$ cat config.mk
export PLATFORM = sky130hd
export DESIGN_NAME = fifo_pkt_reader
export DESIGN_NICKNAME = d
export VERILOG_FILES = /design/src/rtl/fifo_pkt_reader.sv
export SDC_FILE = /design/constraint.sdc
export NUM_CORES = 1
export LEC_CHECK = 0
export BUFFER_PORTS_ARGS = -buffer_cell sky130_fd_sc_hd__clkbuf_2
export CORE_MARGIN = 10
export CORE_UTILIZATION = 50
export DETAILED_ROUTE_END_ITERATION = 12
export PLACE_DENSITY = 0.77
export SLEW_MARGIN = 20
export SYNTH_ARGS = -nofsm -noshare
export SYNTH_HDL_FRONTEND = slang
export SYNTH_SLANG_ARGS = --single-unit
$ cat constraint.sdc
create_clock -name clk -period 4.1 [get_ports clk]
set_input_delay 0.82 -clock clk [delete_from_list [all_inputs] [get_ports clk]]
set_output_delay 0.82 -clock clk [all_outputs]
set_load 0.05 [all_outputs]
$ cat src/rtl/fifo_pkt_reader.sv
// Read-side deframer for the synchronous byte FIFO.
// Turns length-prefixed bytes into a valid/ready payload stream.
module fifo_pkt_reader #(
    parameter int BUF_DEPTH = 3,
    parameter int CNT_W     = 16
) (
    input  logic             clk,
    input  logic             rst,
    input  logic             enable,
    input  logic             fifo_empty,
    input  logic [7:0]       fifo_data,
    output logic             fifo_rd_en,
    output logic [7:0]       out_data,
    output logic             out_valid,
    input  logic             out_ready,
    output logic             out_last,
    output logic [7:0]       pkt_len,
    output logic             busy,
    output logic [CNT_W-1:0] pkt_count,
    output logic [CNT_W-1:0] zero_len_count
);

    localparam int PW = $clog2(BUF_DEPTH);
    localparam int OW = $clog2(BUF_DEPTH + 1);

    typedef enum logic {S_HDR, S_PAY} state_t;

    state_t           r_state;
    state_t           w_state_nxt;
    logic [7:0]       r_buf [BUF_DEPTH];
    logic [PW-1:0]    r_rd_ptr;
    logic [PW-1:0]    r_wr_ptr;
    logic [OW-1:0]    r_occ;
    logic             r_inflight;
    logic [7:0]       r_rem;
    logic [7:0]       r_pkt_len;
    logic [CNT_W-1:0] r_pkt_cnt;
    logic [CNT_W-1:0] r_zl_cnt;

    logic             w_have;
    logic [7:0]       w_head;
    logic [OW:0]      w_level;
    logic             w_pop;
    logic             w_hdr;
    logic             w_zero;
    logic             w_done;
    logic             w_valid;
    logic             w_last;

    function automatic logic [PW-1:0] f_inc(input logic [PW-1:0] p);
        return (p == PW'(BUF_DEPTH - 1)) ? '0 : p + 1'b1;
    endfunction

    assign w_have  = (r_occ != '0);
    assign w_head  = r_buf[r_rd_ptr];
    assign w_level = {1'b0, r_occ} + {{OW{1'b0}}, r_inflight};

    // Reserve a slot for every in-flight byte so the buffer can never overflow.
    assign fifo_rd_en = !rst && enable && !fifo_empty
                        && (w_level < (OW+1)'(BUF_DEPTH));

    always_comb begin
        w_state_nxt = r_state;
        w_pop       = 1'b0;
        w_hdr       = 1'b0;
        w_zero      = 1'b0;
        w_done      = 1'b0;
        w_valid     = 1'b0;
        w_last      = 1'b0;
        unique case (r_state)
            S_HDR: begin
                if (w_have) begin
                    w_pop = 1'b1;
                    w_hdr = 1'b1;
                    if (w_head == 8'd0) begin
                        w_zero = 1'b1;
                    end else begin
                        w_state_nxt = S_PAY;
                    end
                end
            end
            S_PAY: begin
                w_valid = w_have;
                w_last  = w_have && (r_rem == 8'd1);
                if (w_have && out_ready) begin
                    w_pop = 1'b1;
                    if (r_rem == 8'd1) begin
                        w_done      = 1'b1;
                        w_state_nxt = S_HDR;
                    end
                end
            end
        endcase
    end

    always_ff @(posedge clk) begin
        if (rst) begin
            r_state    <= S_HDR;
            r_rd_ptr   <= '0;
            r_wr_ptr   <= '0;
            r_occ      <= '0;
            r_inflight <= 1'b0;
            r_rem      <= '0;
            r_pkt_len  <= '0;
            r_pkt_cnt  <= '0;
            r_zl_cnt   <= '0;
            for (int i = 0; i < BUF_DEPTH; i++) begin
                r_buf[i] <= '0;
            end
        end else begin
            r_state    <= w_state_nxt;
            r_inflight <= fifo_rd_en;
            if (r_inflight) begin
                r_buf[r_wr_ptr] <= fifo_data;
                r_wr_ptr        <= f_inc(r_wr_ptr);
            end
            if (w_pop) begin
                r_rd_ptr <= f_inc(r_rd_ptr);
            end
            r_occ <= r_occ + OW'(r_inflight) - OW'(w_pop);
            if (w_hdr) begin
                r_pkt_len <= w_head;
                r_rem     <= w_head;
            end else if (w_pop) begin
                r_rem <= r_rem - 8'd1;
            end
            if (w_zero) begin
                r_zl_cnt <= r_zl_cnt + 1'b1;
            end
            if (w_done) begin
                r_pkt_cnt <= r_pkt_cnt + 1'b1;
            end
        end
    end

    assign out_valid      = w_valid;
    assign out_last       = w_last;
    assign out_data       = w_valid ? w_head : 8'd0;
    assign pkt_len        = r_pkt_len;
    assign busy           = (r_state == S_PAY) || w_have || r_inflight;
    assign pkt_count      = r_pkt_cnt;
    assign zero_len_count = r_zl_cnt;

endmodule

==> impl_metrics.env <==
export IMPL_timing_final_setup_violations=0
export IMPL_finalPower_mw=2.47
export IMPL_grt_start_max_net_pins=64
export IMPL_remaining_drc_errors=0
export IMPL_yosysTopAreaCell="sky130_fd_sc_hd__dfxtp_1"
export IMPL_tritoncts="done"
export IMPL_maxClockFrequency_ghz=0.329
export IMPL_dpl_hpwl_um=6620
export IMPL_period_share_pct=74.2
export IMPL_finish_net_count=490
export IMPL_timing_critical_path_slowest_stage_cell="sky130_fd_sc_hd__mux4_1"
export IMPL_design_portCount=65
export IMPL_synth_yosys_seq_area_share_pct=51.1
export IMPL_cts_setup_buffers=0
export IMPL_worst_slew_margin_rel_pct=57.6
export IMPL_cp_arrival_ps=2220
export IMPL_inserted_clock_buffers=9
export IMPL_number_of_global_route_vias_before_repair=3194
export IMPL_fp_coreArea_um2=8130
export IMPL_post_route_cells_drive_above_1_share_pct=22.7
export IMPL_fp_dieH_um=111
export IMPL_number_of_iterations_in_the_first_detailed_routing_pass=4
export IMPL_asyncSetResetFlopFracSynth_pct=0
export IMPL_yosys_warnings=0
export IMPL_clkSinkCount=90
export IMPL_grt_pass1_wl_um=15100
export IMPL_dr_first_iter_drc_count=128
export IMPL_grt_resource_usage_total_pct=14.5
export IMPL_io_buf_count=64
export IMPL_synth_area_top_cells="sky130_fd_sc_hd__dfxtp_1, sky130_fd_sc_hd__edfxtp_1, sky130_fd_sc_hd__a21oi_1, sky130_fd_sc_hd__and2_1, sky130_fd_sc_hd__xnor2_1"
export IMPL_final_setup_skew_ps=11.0
export IMPL_synth_seq_cells=90
export IMPL_worst_skew_pair_late_latency_ps=370
export IMPL_final_antenna_diode_count=0
export IMPL_area_delta_synth_final_pct=13.7
export IMPL_cts_reportedPaths_clkPinSlew_ps=90
export IMPL_placedCellCount=564
export IMPL_max_clock_path_buffers=2
export IMPL_ctsResizeCount=0
export IMPL_final_number_of_hold_violating_endpoints=0
export IMPL_hold_class="reg -> reg"
export IMPL_mappedNetlistArea_um2=4150
export IMPL_outcome="complete, no violations"
export IMPL_crit_path_max_fanout=8
export IMPL_final_period_minus_worst_setup_slack_ps=3040
export IMPL_cts_max_level=3
export IMPL_post_synth_edffs=32
export IMPL_synthDistinctLibCells=52
export IMPL_grt_antenna_before_repair=0
export IMPL_max_stage_delay_ps=740
export IMPL_hold_path_startpoint="pkt_len[4]$_SDFFE_PP0P_"
export IMPL_critPathRequiredTime_ps=3280
export IMPL_worst_pin_slew_ps=636
export IMPL_powerDensity_nw_per_um2=524
export IMPL_netlist_instances=413
export IMPL_ir_worst_vdd_mv=0.244
export IMPL_slew_viol_final=0
export IMPL_place_congestion=0.791
export IMPL_critical_path_cell_chain="mux4_1 -> and3_1 -> clkbuf_2"
export IMPL_initial_utilization_pct=51.0
export IMPL_netlist_area_leader_share_pct=28.0
export IMPL_clk_root_buffer_cell="sky130_fd_sc_hd__clkbuf_8"
export IMPL_ys_top_cells_by_count="sky130_fd_sc_hd__dfxtp_1, sky130_fd_sc_hd__a21oi_1, sky130_fd_sc_hd__edfxtp_1, sky130_fd_sc_hd__nand2_1, sky130_fd_sc_hd__nor2_1"
export IMPL_route_final_wire_length_um=9090
export IMPL_cts_hold_buffers=0
export IMPL_drv_max_cap_violation_count=0
export IMPL_dpl_instance_area_um2=4530
export IMPL_core_rowCount=33
export IMPL_synth_net_count=433
export IMPL_filler_cell_count=716
export IMPL_postSynthAreaPerCell_um2=10.0
export IMPL_detail_route_wl_per_cell_um=15.7
export IMPL_grt_ovfl_total=0
export IMPL_die_w_um=111
export IMPL_final_antenna_net_count=0
export IMPL_finish_utilization_pct=58.0
export IMPL_startpoint_type="flip-flop"
export IMPL_final_non_filler_cell_area_um2=4720
export IMPL_setup_worst_path_class="reg -> out"
export IMPL_route_detailed_vias_per_inst=5.54
export IMPL_setup_tns_ps=0
export IMPL_layout_cells_non_filler=580
export IMPL_routed_via_count=3211
export IMPL_synthFlopType="sky130_fd_sc_hd__dfxtp_1"
export IMPL_most_repeated_cell_in_the_gate_level_netlist_after_synthesis="sky130_fd_sc_hd__dfxtp_1"
export IMPL_die_area_um2=12300
export IMPL_rsz_0062_raised_after_global_routing="no"
export IMPL_power_static_leakage_nw=1.82
export IMPL_cp_end_kind="output port"
layer usage:
layer  global-route usage, %  vias to the layer above  wire [um]
li1                        -                     1602          -
met1                    16.2                     1527       3860
met2                    25.5                       67       4620
met3                    4.27                       15        426
met4                    5.48                        0        193
met5                       0                        -          0
layout by cell type, fill, tap and decap left out, types with 3 or more instances in the layout:
cell,n
sky130_fd_sc_hd__mux4_1,3
sky130_fd_sc_hd__and3_1,12
sky130_fd_sc_hd__or3_1,9
sky130_fd_sc_hd__edfxtp_1,32
sky130_fd_sc_hd__and2_1,28
sky130_fd_sc_hd__clkbuf_8,9
sky130_fd_sc_hd__buf_4,4
sky130_fd_sc_hd__nor4_2,3
sky130_fd_sc_hd__and4_1,3
sky130_fd_sc_hd__nand3_1,13
sky130_fd_sc_hd__or2_2,5
sky130_fd_sc_hd__clkbuf_2,64
sky130_fd_sc_hd__a21oi_1,38
sky130_fd_sc_hd__xnor2_1,14
sky130_fd_sc_hd__nand2_1,32
sky130_fd_sc_hd__mux4_2,5
sky130_fd_sc_hd__nor3_1,8
sky130_fd_sc_hd__ha_1,7
sky130_fd_sc_hd__nand4_1,11
sky130_fd_sc_hd__inv_1,15
sky130_fd_sc_hd__o21ai_0,18
sky130_fd_sc_hd__nand3b_1,3
sky130_fd_sc_hd__a31o_2,3
sky130_fd_sc_hd__nor2_1,29
sky130_fd_sc_hd__nor4_1,7
sky130_fd_sc_hd__nor2b_1,3
sky130_fd_sc_hd__dfxtp_1,58
logic make-up (layout without fill, tap and decap cells):
family                   after synthesis  count (layout)  synth area share (%)
AO/OA/AOI/OAI                         76              76                  10.7
XOR/XNOR                              16              16                  3.38
adder cells (fa/ha/maj)                7               7                  2.11
buffers and inverters                 38             100                  3.80
flip-flops                            90              90                  51.1
multiplexers                          11              11                  5.46
AND/OR/NAND/NOR                      175             175                  23.4
state kept, by name (all words and copies together), names as in the netlist, named ones only:
name,count
r_inflight,1
r_wr_ptr,2
r_buf,32
r_rem,8
zero_len_count,16
pkt_len,8
r_rd_ptr,2
r_occ,2
r_state,1
pkt_count,16
through the flow:
| stage | hold slack [ps] | worst slack [ps] |
|---|---|---|
| finish | 459 | 1060 |
| global route | 485 | 930 |
| CTS | 463 | 1020 |
| detailed placement | 450 | 1270 |
| global placement | 448 | 1280 |
| floorplan | 468 | 827 |
worst max-delay path: cells and delay by family (launching register included):
| family | cells | cell delay (ps) |
|---|---|---|
| AND/OR/NAND/NOR | 1 | 250 |
| multiplexers | 1 | 740 |
| buffers and inverters | 1 | 230 |
| flip-flops | 1 | 630 |
path summary, 6_finish.rpt:
kind / end / slack (ps) / cells after the start
min reg2reg: pkt_len[4]$_SDFFE_PP0P_ / 460 / 2
min: pkt_len[4]$_SDFFE_PP0P_ / 460 / 2
max: out_data[7] / 1060 / 3
max reg2reg: zero_len_count[12]$_SDFFE_PP0P_ / 1400 / 5
power breakdown:
group	internal, mW	leakage (nW)	total (mW)	switching [mW]
sequential	1.01	0.791	1.11	0.0995
combinational	0.275	0.943	0.793	0.518
clock	0.231	0.0884	0.570	0.339
cell type report:
type	instances	area, um2	share of cell area [%]
flip-flops and latches	90	2120	45.0
clock inverters	7	61.3	1.30
clock buffers	9	124	2.62
multi-input cells	285	1870	39.6
repair buffers	68	350	7.42
inverters	16	60.1	1.27
well taps	105	131	2.78
No activity file was read; power rests on OpenSTA's default activity.
